$ cat src/rtl/dadda_mul_arbiter_pkg.sv
// Shared types and the round-robin pick helper for dadda_mul_arbiter.
package dadda_arb_pkg;

  localparam int unsigned ERR_CNT_W = 16;
  localparam int unsigned MAX_REQ   = 8;

  typedef enum logic [1:0] {IDLE, CALC, RESP} arb_state_t;

  typedef struct packed {
    logic       found;
    logic [2:0] idx;
  } rr_pick_t;

  // First set bit of req at or after ptr, wrapping modulo n (n <= MAX_REQ, ptr < n).
  function automatic rr_pick_t rr_pick(input logic [MAX_REQ-1:0] req,
                                       input logic [2:0]         ptr,
                                       input int unsigned        n);
    rr_pick_t    r;
    int unsigned k;
    r = '0;
    for (int unsigned i = 0; i < MAX_REQ; i++) begin
      k = 32'(ptr) + i;
      if (k >= n) k = k - n;
      if ((i < n) && !r.found && req[k[2:0]]) begin
        r.found = 1'b1;
        r.idx   = k[2:0];
      end
    end
    return r;
  endfunction

endpackage

$ cat src/rtl/dadda_mul_arbiter_rr_arbiter.sv
// Combinational round-robin pick over NREQ requesters starting at a pointer.
module rr_arbiter
  import dadda_arb_pkg::*;
#(
  parameter int unsigned NREQ = 4
) (
  input  logic [NREQ-1:0] i_req,
  input  logic [2:0]      i_ptr,
  output logic            o_found,
  output logic [2:0]      o_idx
);

  logic [MAX_REQ-1:0] w_req;
  rr_pick_t           w_pick;

  always_comb begin
    w_req            = '0;
    w_req[NREQ-1:0]  = i_req;
    w_pick           = rr_pick(w_req, i_ptr, NREQ);
  end

  assign o_found = w_pick.found;
  assign o_idx   = w_pick.idx;

endmodule

$ cat src/rtl/dadda_mul_arbiter.sv
// Time-shares one external combinational multiplier between NREQ valid/ready lanes.
// Optional MUL_ERR_MON_EN adds err_cnt/err_max, comparing mul_out against an exact product.
module dadda_mul_arbiter
  import dadda_arb_pkg::*;
#(
  parameter int unsigned WIDTH  = 6,
  parameter int unsigned NREQ   = 4,
  parameter int unsigned SETTLE = 1
) (
  input  logic                  clk,
  input  logic                  rst_n,
  input  logic [NREQ-1:0]       req_valid,
  output logic [NREQ-1:0]       req_ready,
  input  logic [NREQ*WIDTH-1:0] req_a,
  input  logic [NREQ*WIDTH-1:0] req_b,
  output logic [NREQ-1:0]       rsp_valid,
  input  logic [NREQ-1:0]       rsp_ready,
  output logic [2*WIDTH-1:0]    rsp_p,
  output logic [WIDTH-1:0]      mul_in1,
  output logic [WIDTH-1:0]      mul_in2,
  input  logic [2*WIDTH-1:0]    mul_out,
  output logic                  busy
`ifdef MUL_ERR_MON_EN
  ,
  output logic [ERR_CNT_W-1:0]  err_cnt,
  output logic [2*WIDTH-1:0]    err_max
`endif
);

  localparam int unsigned PW = 2 * WIDTH;

  arb_state_t       r_state;
  logic [2:0]       r_ptr;
  logic [2:0]       r_gnt;
  logic [3:0]       r_cnt;
  logic [WIDTH-1:0] r_a;
  logic [WIDTH-1:0] r_b;
  logic [PW-1:0]    r_prod;
  logic [NREQ-1:0]  r_rsp_valid;
  logic             r_busy;

  logic             w_found;
  logic [2:0]       w_idx;
  logic [WIDTH-1:0] w_sel_a;
  logic [WIDTH-1:0] w_sel_b;
  logic [NREQ-1:0]  w_gnt_oh;
  logic             w_rsp_take;

  rr_arbiter #(.NREQ(NREQ)) u_rr (
    .i_req   (req_valid),
    .i_ptr   (r_ptr),
    .o_found (w_found),
    .o_idx   (w_idx)
  );

  always_comb begin
    req_ready = '0;
    w_sel_a   = '0;
    w_sel_b   = '0;
    w_gnt_oh  = '0;
    for (int unsigned i = 0; i < NREQ; i++) begin
      if (w_idx == 3'(i)) begin
        req_ready[i] = (r_state == IDLE) && w_found;
        w_sel_a      = req_a[i*WIDTH +: WIDTH];
        w_sel_b      = req_b[i*WIDTH +: WIDTH];
      end
      if (r_gnt == 3'(i)) w_gnt_oh[i] = 1'b1;
    end
  end

  // rsp_valid is one-hot on the granted lane, so this ignores other lanes' rsp_ready.
  assign w_rsp_take = |(rsp_ready & r_rsp_valid);

  always_ff @(posedge clk or negedge rst_n) begin
    if (!rst_n) begin
      r_state     <= IDLE;
      r_ptr       <= '0;
      r_gnt       <= '0;
      r_cnt       <= '0;
      r_a         <= '0;
      r_b         <= '0;
      r_prod      <= '0;
      r_rsp_valid <= '0;
      r_busy      <= 1'b0;
    end else begin
      case (r_state)
        IDLE: begin
          if (w_found) begin
            r_a     <= w_sel_a;
            r_b     <= w_sel_b;
            r_gnt   <= w_idx;
            r_cnt   <= 4'(SETTLE - 1);
            r_busy  <= 1'b1;
            r_state <= CALC;
          end
        end
        CALC: begin
          if (r_cnt == '0) begin
            r_prod      <= mul_out;
            r_ptr       <= (r_gnt == 3'(NREQ - 1)) ? '0 : r_gnt + 3'd1;
            r_rsp_valid <= w_gnt_oh;
            r_state     <= RESP;
          end else begin
            r_cnt <= r_cnt - 4'd1;
          end
        end
        RESP: begin
          if (w_rsp_take) begin
            r_rsp_valid <= '0;
            r_busy      <= 1'b0;
            r_state     <= IDLE;
          end
        end
        default: r_state <= IDLE;
      endcase
    end
  end

  assign rsp_valid = r_rsp_valid;
  assign rsp_p     = r_prod;
  assign mul_in1   = r_a;
  assign mul_in2   = r_b;
  assign busy      = r_busy;

`ifdef MUL_ERR_MON_EN
  logic [PW-1:0]        w_exact;
  logic [PW-1:0]        w_diff;
  logic [ERR_CNT_W-1:0] r_err_cnt;
  logic [PW-1:0]        r_err_max;

  always_comb begin
    w_exact = PW'(r_a) * PW'(r_b);
    w_diff  = (w_exact > mul_out) ? (w_exact - mul_out) : (mul_out - w_exact);
  end

  always_ff @(posedge clk or negedge rst_n) begin
    if (!rst_n) begin
      r_err_cnt <= '0;
      r_err_max <= '0;
    end else if ((r_state == CALC) && (r_cnt == '0)) begin
      if ((w_diff != '0) && (r_err_cnt != '1)) r_err_cnt <= r_err_cnt + 1'b1;
      if (w_diff > r_err_max) r_err_max <= w_diff;
    end
  end

  assign err_cnt = r_err_cnt;
  assign err_max = r_err_max;
`endif

endmodule
$ cat config.mk
export PLATFORM = sky130hd
export DESIGN_NAME = dadda_mul_arbiter
export DESIGN_NICKNAME = d
export VERILOG_FILES = /design/src/rtl/dadda_mul_arbiter_pkg.sv /design/src/rtl/dadda_mul_arbiter_rr_arbiter.sv /design/src/rtl/dadda_mul_arbiter.sv
export SDC_FILE = /design/constraint.sdc
export NUM_CORES = 1
export LEC_CHECK = 0
export ABC_CLOCK_PERIOD_IN_PS = 6050
export CORE_ASPECT_RATIO = 0.75
export CORE_UTILIZATION = 25
export CTS_CLUSTER_SIZE = 10
export DETAILED_ROUTE_END_ITERATION = 10
export SLEW_MARGIN = 0
export SYNTH_ARGS = -nofsm -noshare
export SYNTH_HDL_FRONTEND = slang
export SYNTH_SLANG_ARGS = --single-unit
$ cat constraint.sdc
create_clock -name clk -period 6.05 [get_ports clk]
set_clock_uncertainty 0.2 [all_clocks]
set_input_delay 1.5125 -clock clk [delete_from_list [all_inputs] [get_ports clk]]
set_output_delay 1.5125 -clock clk [all_outputs]
set_load 0.02 [all_outputs]
==> key figures, run 1 <==
Outcome
  – Result of the run: finished, final reports clean

Placed design
  – Weighted congestion at the end of routability-driven global placement: 0.841
  – Count of buffers inserted at the top-level ports: 102
  – Sum of net half-perimeters after detailed placement: 8270 um

Layout
  – Share of layout cells above drive strength 1: 11.7%
  – Number of filler cells placed in the layout: 1331
  – Total number of nets in the final design: 571
  – Layout overhead on the synthesized area: 37.3%
  – Final antenna diode count: 0
  – Most common cell after layout, fill and taps aside: sky130_fd_sc_hd__clkdlybuf4s50_1
  – Most frequent cells in the layout: sky130_fd_sc_hd__clkdlybuf4s50_1, sky130_fd_sc_hd__nand2_1, sky130_fd_sc_hd__dfrtp_1, sky130_fd_sc_hd__a21oi_1, sky130_fd_sc_hd__inv_1

Die
  – Total die area: 0.0143 sq mm
  – Floorplan Core Area: 0.0132 sq mm
  – Number of placement rows: 36
  – Die Ht: 104 um
  – Die Wd: 138 um
  – Number of ports placed on the die boundary: 103
  – Initial standard-cell utilization of the core: 26.1%

Detailed routing
  – Sum of routed wire length over all layers: 11600 um
  – Mean routed wirelength per cell: 17.5 um
  – ANT nets after route: 0
  – Number of search-and-repair iterations in the first detailed-routing pass: 5
  – Number of vias after detailed routing: 3630
  – Drt initial violations: 285
  – DRC violations left: 0
  – Average vias per placed instance: 5.46

Timing
  – Final hold viol count: 0
  – Final total negative setup slack: 0 ns
  – Pins over their slew limit: 0
  – Worst slew margin relative to its limit: 32.8%
  – Part of the cycle the worst path needs: 94.5%
  – Max Freq: 0.175 GHz
  – Worst Hold Margin: 0.301 ns
  – Tmin final: 5.72 ns
  – Count of endpoints failing setup in the final report: 0
  – Slew at the pin closest to its max-slew limit: 1.01 ns
  – RSZ-0062 raised after global routing: false

Synth
  – Adder and majority cell fraction of the synthesized area: 2.89%
  – Net count after synthesis: 486
  – Post-Synth XOR/XNOR Area: 0.506%
  – Register area share after synthesis: 29.7%
  – Fraction of synthesized area in multiplexers: 10.4%
  – Warnings from Yosys: 0
  – Compound-cell area share of the yosys netlist: 32.5%
  – Number of synthesized register bits: 41
  – Mean instance size in the synthesized netlist: 8.48 sq um
  – Syn Std Cell Area: 0.00346 sq mm
  – Count of different cell masters after synthesis: 49
  – Dominant register cell in the synthesized netlist: sky130_fd_sc_hd__dfrtp_1
  – Fraction of synthesis flops using an asynchronous set or reset pin: 100%
  – Combinational family with the most area after synthesis: compound AO/OA/AOI/OAI gates
  – Count of flip-flops with a built-in enable after synthesis: 0
  – Cell count after synthesis: 408
  – Fraction of the mapped netlist area in simple logic gates: 16.2%

Critical path
  – Reg2Reg Setup Slack: 2.55 ns
  – Highest fanout seen on the critical path: 5
  – CP Launch Type: primary input
  – Kind of end point of the critical path: output port
  – Family with the most delay on the worst path: buffers and inverters
  – Crit Path Category: primary input to output port
  – Data arrival at the endpoint of the critical path: 4.01 ns
  – Cells on worst reg2reg path: 10
  – WP depth: 8
  – Critical-path top delay cell: sky130_fd_sc_hd__clkdlybuf4s50_1
  – Cell-by-cell listing of the critical path: clkdlybuf4s50_1, mux2_4, a21o_1, a211o_1, o221ai_2, nand2_1, a21oi_1, clkdlybuf4s50_1
  – Count of buffer and inverter cells on the critical path: 2
  – Most common cell on crit path: sky130_fd_sc_hd__clkdlybuf4s50_1
  – Required time worst endpoint: 4.34 ns
  – Maximum cell stage delay along the critical path: 0.62 ns

Worst hold path
  – Cell depth of the worst min-delay path: 2
  – Classification of the worst-slack hold path: flip-flop to flip-flop

Power
  – Static leakage: 0.00186 uW
  – Peak ir drop on the vdd network: 0.277 mV
  – Power density of the placed cells: 506 mW/mm^2

Clock network
  – CTS tree: done
  – Post CTS Setup Buffer Count: 0
  – Master cell of the clock root buffer: sky130_fd_sc_hd__clkbuf_16
  – Cts repair resizes: 0
  – # hold bufs at CTS: 0
  – Clock-pin slew on the worst setup and hold paths: 0.07 ns
  – Clock sink count: 41
  – Number of buffers between clock root and the deepest sink: 2
  – Clock insertion delay at the later pin of the skew report: 0.29 ns
  – CTS HTree Levels: 2
  – Number of buffers created by CTS: 5

Global routing
  – Total overflow reported by the global router: 0
  – Via count of the first global-routing pass: 3533
  – Initial antenna violation count: 0
  – Gr usage total: 16.4%
  – Largest net degree at the start of global routing: 72
  – Global-route wire length before repair: 18500 um

Flow run
  – Max-Cap Viols: 0
[cell families (layout without fill, tap and decap cells)]
family / Yosys count / in the layout
adders and majority gates: 8 / 8
AOI/OAI and AO/OA: 152 / 152
muxes: 32 / 32
buffers and inverters: 60 / 146
and+or+nand+nor: 113 / 113
DFF: 41 / 41
xor gates and xnor gates: 2 / 2
[metrics by stage]
stage | instances | total power (uW) | cell area (sq um) | utilization (%) | setup slack, ns
2_1_floorplan | 408 | 1590 | 3460 | - | 1.08
3_5_place_dp | 657 | 2120 | 4600 | 34.8 | 0.357
4_1_cts | 665 | 2400 | 4750 | 35.9 | 0.345
6_report | 665 | 2400 | 4750 | 35.9 | 0.331
5_1_grt | 665 | 2590 | 4750 | 35.9 | 0.205
3_3_place_gp | 657 | 2060 | 4600 | 34.8 | 0.432
[worst paths after layout]
kind / from / to
worst max-delay path: req_valid[0] / req_ready[2]
worst min-delay path: mul_in2[2] / mul_in2[2]
worst max register to register: r_ptr[0] / mul_in2[0]
worst min register to register: mul_in2[2] / mul_in2[2]
max in group asynchronous: rst_n / r_ptr[0]
min in group asynchronous: rst_n / rsp_p[0]
[power by group]
part / leakage [uW] / switching (uW) / total [uW] / internal, uW
clock: 0.0000621 / 122 / 274 / 153
sequential: 0.000501 / 93.3 / 500 / 406
combinational: 0.00130 / 928 / 1630 / 700
total: 0.00186 / 1140 / 2400 / 1260
[state kept, by name (all words and copies together) (netlist names)]
register and cells:
busy 1, mul_in1 6, mul_in2 6, r_cnt 4, r_gnt 3, r_ptr 3, r_state 2, rsp_p 12
rsp_valid 4
[worst min-delay path, delay by kind of cell (launching register included)]
kind	cells	cell delay [ns]
DFF	1	0.35
AOI/OAI and AO/OA	1	0.06
and+or+nand+nor	1	0.05
[cell usage after synthesis, drive strengths merged (2+ instances only)]
master   instances  area, sq um
o311ai          12          105
a211o            2         17.5
o2111ai         12          105
o21ai           24          124
dfrtp           41         1030
a311oi          12          105
buf             11         87.6
clkbuf          26         97.6
ha               8          100
nand3b          13         97.6
and3             2         12.5
nand3            3         15.0
mux2            16          188
o221a           12          135
nand2           49          184
mux2i           15          150
nor2            19         71.3
inv             22         82.6
nand2b           7         46.3
a211oi          13         97.6
o21a            13         97.6
a2111oi         12          105
or3              2         12.5
and2            14         87.6
a21oi           32          160
[final cells by class]
cell class	instances	area (sq um)	share of cell area, %
sequential	41	1030	21.6
timing repair buffer	115	1110	23.4
clock inverter	3	22.5	0.474
multi-input combinational	307	2160	45.5
inverter	23	86.3	1.82
tap	171	214	4.50
clock buffer	5	125	2.63
[routing by layer]
metal  up-vias  routed length, um  global-route usage (%)
li1       1705                  -                       -
met5         -                  0                       0
met1      1753               5360                    23.1
met2       155               5050                    24.0
met3        17                949                    4.00
met4         0                250                    5.59
(Power assumes the default switching activity.)
==> inputs of run 2 (changes only) <==
--- a/config.mk
+++ b/config.mk
@@ -7,9 +7,12 @@
 export LEC_CHECK = 0
 export ABC_CLOCK_PERIOD_IN_PS = 6050
 export CORE_ASPECT_RATIO = 0.75
+export CORE_MARGIN = 2
 export CORE_UTILIZATION = 25
 export CTS_CLUSTER_SIZE = 10
 export DETAILED_ROUTE_END_ITERATION = 10
+export GPL_ROUTABILITY_DRIVEN = 0
+export PLACE_DENSITY_LB_ADDON = 0.25
 export SLEW_MARGIN = 0
 export SYNTH_ARGS = -nofsm -noshare
 export SYNTH_HDL_FRONTEND = slang
==> run 2 against run 1 <==
Against the previous run:
- die area increased by 3.4%
- wire length increased by 0.74%
- worst setup slack got worse by 0.098 ns
- sequential power about the same
- critical path depth increased by 1
==> key figures, run 2 (synthesis gave the netlist of run 1 again) <==
Clock network
  – CTS tree: done
  – CTS HTree Levels: 2 (unchanged)
  – Clock insertion delay at the later pin of the skew report: 0.29 ns (about the same)
  – Number of buffers created by CTS: 5 (unchanged)
  – Number of buffers between clock root and the deepest sink: 2 (unchanged)
  – Post CTS Setup Buffer Count: 0 (unchanged)
  – # hold bufs at CTS: 0 (unchanged)
  – Cts repair resizes: 0 (unchanged)
  – Clock-pin slew on the worst setup and hold paths: 0.06 ns (about the same)
  – Clock sink count: 41 (unchanged)
  – Master cell of the clock root buffer: sky130_fd_sc_hd__clkbuf_16

Detailed routing
  – Sum of routed wire length over all layers: 11700 um (+0.74%)
  – DRC violations left: 0 (unchanged)
  – Average vias per placed instance: 5.38 (-1.4%)
  – ANT nets after route: 0 (unchanged)
  – Drt initial violations: 342 (+20%)
  – Number of vias after detailed routing: 3618 (-0.33%)
  – Mean routed wirelength per cell: 17.4 um (-0.31%)
  – Number of search-and-repair iterations in the first detailed-routing pass: 5 (unchanged)

Global routing
  – Total overflow reported by the global router: 0 (unchanged)
  – Via count of the first global-routing pass: 3481 (-1.5%)
  – Largest net degree at the start of global routing: 72 (unchanged)
  – Initial antenna violation count: 0 (unchanged)
  – Gr usage total: 15.5% (-0.84 points)
  – Global-route wire length before repair: 18500 um (-0.26%)

Die
  – Floorplan Core Area: 0.0136 sq mm (+2.8%)
  – Number of ports placed on the die boundary: 103 (unchanged)
  – Die Wd: 140 um (+1.5%)
  – Initial standard-cell utilization of the core: 25.4% (-0.71 points)
  – Die Ht: 106 um (+1.9%)
  – Total die area: 0.0148 sq mm (+3.4%)
  – Number of placement rows: 37 (+2.8%)

Timing
  – Slew at the pin closest to its max-slew limit: 0.942 ns (-0.0662 ns)
  – Final hold viol count: 0 (unchanged)
  – Final total negative setup slack: 0 ns (unchanged)
  – Tmin final: 5.82 ns (+0.0976 ns)
  – Part of the cycle the worst path needs: 96.1% (+1.6 points)
  – Pins over their slew limit: 0 (unchanged)
  – Max Freq: 0.172 GHz (-1.7%)
  – Count of endpoints failing setup in the final report: 0 (unchanged)
  – Worst Hold Margin: 0.291 ns (-0.00962 ns)
  – RSZ-0062 raised after global routing: false
  – Worst slew margin relative to its limit: 37.2% (+4.4 points)

Critical path
  – Kind of end point of the critical path: output port
  – Maximum cell stage delay along the critical path: 0.66 ns (+0.04 ns)
  – CP startpoint: req_valid[0]
  – Data arrival at the endpoint of the critical path: 4.10 ns (+0.09 ns)
  – Critical-path top delay cell: sky130_fd_sc_hd__clkdlybuf4s50_1
  – CP Launch Type: primary input
  – Most common cell on crit path: sky130_fd_sc_hd__clkdlybuf4s50_1
  – Crit Path Category: primary input to output port
  – Highest fanout seen on the critical path: 14 (+9)
  – Required time worst endpoint: 4.34 ns (about the same)
  – Reg2Reg Launch Point: r_ptr[0]
  – Cell-by-cell listing of the critical path: clkdlybuf4s50_1, mux4_2, o21ai_2, buf_4, o211a_1, nor3_2, nand2b_2, a21oi_1, clkdlybuf4s50_1

Power
  – Static leakage: 0.00190 uW (+2.0%)
  – Peak ir drop on the vdd network: 0.198 mV (-29%)
  – Power density of the placed cells: 513 mW/mm^2 (+1.4%)

Layout
  – Share of layout cells above drive strength 1: 12.5% (+0.73 points)
  – Number of filler cells placed in the layout: 1421 (+6.8%)
  – Most frequent cells in the layout: sky130_fd_sc_hd__clkdlybuf4s50_1, sky130_fd_sc_hd__nand2_1, sky130_fd_sc_hd__dfrtp_1, sky130_fd_sc_hd__a21oi_1, sky130_fd_sc_hd__inv_1
  – Total number of nets in the final design: 574 (+0.53%)
  – Max reg flops: 12 (unchanged)
  – Most common cell after layout, fill and taps aside: sky130_fd_sc_hd__clkdlybuf4s50_1
  – Final antenna diode count: 0 (unchanged)
  – Layout overhead on the synthesized area: 39.1%

Worst hold path
  – Classification of the worst-slack hold path: flip-flop to flip-flop
  – Hold Crit Start: mul_in1[4]

Flow run
  – Max-Cap Viols: 0 (unchanged)

Outcome
  – Result of the run: finished, final reports clean

Placed design
  – Sum of net half-perimeters after detailed placement: 8360 um (+1.0%)
  – Count of buffers inserted at the top-level ports: 102 (unchanged)
-- run 2: cell count changes in the layout (fill, tap and decap cells not counted) --
cell,delta
sky130_fd_sc_hd__nand3_1,-1
sky130_fd_sc_hd__clkbuf_8,+1
sky130_fd_sc_hd__clkinvlp_4,-2
sky130_fd_sc_hd__bufinv_16,+1
sky130_fd_sc_hd__buf_4,+3
sky130_fd_sc_hd__nand3_2,+1
-- run 2: worst max-delay path, delay by kind of cell --
kind | cells | cell delay [ns]
buffers and inverters | 3 | 1.41
AO/OA/AOI/OAI | 3 | 0.47
AND/OR/NAND/NOR | 2 | 0.43
multiplexers | 1 | 0.28
-- run 2: path summary, 6_finish.rpt --
kind                            cells after the start  slack (ns)      endpoint
worst max register to register                     11        2.60    mul_in1[3]
min in group asynchronous                           1        1.16    mul_in1[0]
worst min-delay path                                2        0.29    mul_in1[4]
max in group asynchronous                           1        3.85      r_ptr[0]
worst min register to register                      2        0.29    mul_in1[4]
worst max-delay path                                9        0.23  req_ready[0]
-- run 2: power breakdown --
group	switching, uW	total [uW]	internal [uW]
registers	90.4	497	407
clock network	115	321	206
logic	937	1650	712
total	1140	2470	1320
-- run 2: stage by stage --
step | instances | area [sq um] | total power [uW] | setup slack, ns | utilization, %
after floorplan | 408 | 3460 | 1590 | 1.08 | -
after global placement | 664 | 4640 | 2110 | 0.320 | 34.1
after detailed placement | 664 | 4640 | 2150 | 0.287 | 34.1
after CTS | 672 | 4810 | 2480 | 0.258 | 35.4
after global routing | 672 | 4810 | 2670 | 0.0991 | 35.4
final | 672 | 4810 | 2470 | 0.234 | 35.4
-- run 2: area by class of cell --
type | count | area, sq um | area share (%)
repair buffers | 118 | 1140 | 23.6
multi-input cells | 307 | 2170 | 45.0
well taps | 175 | 219 | 4.55
flip-flops and latches | 41 | 1030 | 21.3
clock inverters | 2 | 37.5 | 0.780
clock buffers | 6 | 139 | 2.89
inverters | 23 | 86.3 | 1.79
-- run 2: metal layers --
metal	track usage, %	share of wire [%]	vias up
li1	-	-	1715
met1	22.3	47	1757
met2	24.6	46	136
met3	2.64	5.9	10
met4	3.29	0.98	0
met5	0	0	-
==> inputs of run 3 (changes only) <==
--- a/config.mk
+++ b/config.mk
@@ -7,8 +7,7 @@
 export LEC_CHECK = 0
 export ABC_CLOCK_PERIOD_IN_PS = 6050
 export CORE_ASPECT_RATIO = 0.75
-export CORE_MARGIN = 2
-export CORE_UTILIZATION = 25
+export CORE_UTILIZATION = 40
 export CTS_CLUSTER_SIZE = 10
 export DETAILED_ROUTE_END_ITERATION = 10
 export GPL_ROUTABILITY_DRIVEN = 0
==> constraint.sdc (replaced) <==
create_clock -name clk -period 6.05 [get_ports clk]
set_clock_uncertainty 0.2 [all_clocks]
set_input_delay 1.21 -clock clk [delete_from_list [all_inputs] [get_ports clk]]
set_output_delay 1.21 -clock clk [all_outputs]
set_load 0.02 [all_outputs]
==> run 3 against run 2 <==
Against the previous run:
- first-iteration DRC count down 36%
- die area shrank 39%
- global-route usage up 7.8 points
- cell area fell by 2.9%
- register-to-register slack lost 0.20 ns
- flip-flop and latch count unchanged
- count of clock-buffer cells in the layout increased by 1
- critical path type unchanged
==> key figures, run 3 (synthesis gave the netlist of run 1 again) <==
Timing
  – Final hold viol count: 0 (unchanged)
  – Worst slew margin relative to its limit: 38.1% (+0.89 points)
  – Max Freq: 0.184 GHz (+6.9%)
  – Count of endpoints failing setup in the final report: 0 (unchanged)
  – Slew at the pin closest to its max-slew limit: 0.929 ns (-0.0133 ns)
  – Tmin final: 5.44 ns (-0.375 ns)
  – Part of the cycle the worst path needs: 89.9% (-6.2 points)
  – Pins over their slew limit: 0 (unchanged)
  – Final total negative setup slack: 0 ns (unchanged)
  – RSZ-0062 raised after global routing: false

Layout
  – Post-route cell area: 0.00467 sq mm (-2.9%)
  – Max reg flops: 12 (unchanged)
  – Final antenna diode count: 0 (unchanged)
  – Total number of nets in the final design: 568 (-1.0%)
  – Most common cell after layout, fill and taps aside: sky130_fd_sc_hd__clkdlybuf4s50_1
  – Layout overhead on the synthesized area: 35.0%
  – Number of filler cells placed in the layout: 730 (-49%)
  – Most frequent cells in the layout: sky130_fd_sc_hd__clkdlybuf4s50_1, sky130_fd_sc_hd__nand2_1, sky130_fd_sc_hd__dfrtp_1, sky130_fd_sc_hd__a21oi_1, sky130_fd_sc_hd__inv_1
  – Share of layout cells above drive strength 1: 11.0% (-1.5 points)

Die
  – Initial standard-cell utilization of the core: 42.6% (+17 points)
  – Die Ht: 82.5 um (-22%)
  – Number of placement rows: 28 (-24%)
  – Die Wd: 109 um (-22%)
  – Number of ports placed on the die boundary: 103 (unchanged)
  – Total die area: 0.00903 sq mm (-39%)
  – Floorplan Core Area: 0.00813 sq mm (-40%)

Detailed routing
  – DRC violations left: 0 (unchanged)
  – Drt initial violations: 218 (-36%)
  – Number of vias after detailed routing: 3602 (-0.44%)
  – Detailed-routing wirelength on met1: 4740 um (-14%)
  – ANT nets after route: 0 (unchanged)
  – Number of search-and-repair iterations in the first detailed-routing pass: 4 (-1)
  – Sum of routed wire length over all layers: 10500 um (-10%)
  – Met2 layer wire length in the routed design: 4650 um (-13%)
  – Uppermost signal routing layer after detailed routing: met4
  – Mean routed wirelength per cell: 17.6 um (+0.99%)
  – Met3 WL: 845 um (+23%)
  – Average vias per placed instance: 6.04 (+12%)

Critical path
  – Required time worst endpoint: 4.64 ns (+0.30 ns)
  – Count of buffer and inverter cells on the critical path: 3 (unchanged)
  – Maximum cell stage delay along the critical path: 0.62 ns (-0.04 ns)
  – Kind of end point of the critical path: output port
  – CP Launch Type: primary input
  – Most common cell on crit path: sky130_fd_sc_hd__clkdlybuf4s50_1
  – Family with the most delay on the worst path: buffers and inverters
  – Data arrival at the endpoint of the critical path: 4.03 ns (-0.07 ns)
  – Crit Path Category: primary input to output port
  – Highest fanout seen on the critical path: 17 (+3)
  – Cell-by-cell listing of the critical path: clkdlybuf4s50_1, mux2i_1, o21ai_1, buf_4, a211o_1, o221ai_2, nand2_1, a21oi_1, clkdlybuf4s50_1
  – Critical-path top delay cell: sky130_fd_sc_hd__clkdlybuf4s50_1

Global routing
  – Largest net degree at the start of global routing: 72 (unchanged)
  – Gr usage total: 23.4% (+7.8 points)
  – Total overflow reported by the global router: 0 (unchanged)
  – Global-route wire length before repair: 16400 um (-11%)
  – Initial antenna violation count: 0 (unchanged)
  – Via count of the first global-routing pass: 3318 (-4.7%)

Power
  – Peak ir drop on the vdd network: 0.254 mV (+29%)
  – Static leakage: 0.00187 uW (-1.5%)
  – Power density of the placed cells: 515 mW/mm^2 (+0.52%)
  – Total power: 2410 uW (-2.4%)

Clock network
  – Master cell of the clock root buffer: sky130_fd_sc_hd__clkbuf_16
  – # hold bufs at CTS: 0 (unchanged)
  – Clock-pin slew on the worst setup and hold paths: 0.07 ns (about the same)
  – CTS tree: done
  – Number of buffers between clock root and the deepest sink: 2 (unchanged)
  – Cts repair resizes: 0 (unchanged)
  – Number of buffers created by CTS: 5 (unchanged)
  – CTS HTree Levels: 2 (unchanged)
  – Post CTS Setup Buffer Count: 0 (unchanged)
  – Clock sink count: 41 (unchanged)
  – Clock insertion delay at the later pin of the skew report: 0.29 ns (about the same)

Placed design
  – Cell area reported after detailed placement: 0.00450 sq mm (-3.0%)
  – Sum of net half-perimeters after detailed placement: 7300 um (-13%)
  – Count of buffers inserted at the top-level ports: 102 (unchanged)

Worst hold path
  – Classification of the worst-slack hold path: flip-flop to flip-flop

Outcome
  – Result of the run: finished, final reports clean

Flow run
  – Max-Cap Viols: 0 (unchanged)
==> run 3: changes by cell type in the layout (fill, tap and decap cells not counted), sizes merged <==
| cell | before | now |
|---|---|---|
| buf | 17 | 11 |
| clkbuf | 6 | 7 |
| clkinvlp | 1 | 0 |
==> run 3: layout make-up <==
class	count	area, sq um	share of cell area [%]
clock inverters	1	30.0	0.643
well taps	105	131	2.81
repair buffers	112	1090	23.4
clock buffers	7	143	3.05
flip-flops and latches	41	1030	22.0
inverters	23	86.3	1.85
multi-input cells	307	2160	46.3
==> run 3: metrics by stage <==
step                      std cells  hold slack [ns]  setup WS, ns  util, %
final                           596            0.289         0.608     57.5
after global routing            596            0.313         0.380     57.5
after global placement          588            0.276         0.698     55.3
after CTS                       596            0.295         0.648     57.5
after detailed placement        588            0.282         0.662     55.3
after floorplan                 408            0.287          1.61        -
==> run 3: per-layer routing <==
metal  up-vias  GRT usage [%]
met5         -              0
met1      1737           32.1
li1       1701              -
met3        24           5.57
met2       140           36.2
met4         0           7.60
==> run 3: final timing paths <==
path | from | endpoint | slack [ns] | cells past startpoint
max | req_valid[2] | req_ready[2] | 0.61 | 9
min | mul_in1[0] | mul_in1[0] | 0.29 | 2
max reg2reg | r_ptr[0] | mul_in2[3] | 2.40 | 11
min reg2reg | mul_in1[0] | mul_in1[0] | 0.29 | 2
max in group asynchronous | rst_n | r_ptr[0] | 4.17 | 1
min in group asynchronous | rst_n | r_ptr[1] | 0.85 | 1
==> run 3: tightest hold or removal path, delay by kind of cell, from the launching register on <==
family             cells  cell delay (ns)
DFF                    1             0.34
AOI/OAI and AO/OA      1             0.06
and+or+nand+nor        1             0.05
==> run 3: power breakdown <==
part	internal, uW	total (uW)	leakage [uW]	switching [uW]
combinational	683	1590	0.00128	908
clock	206	315	0.0000841	109
sequential	407	500	0.000501	93.1
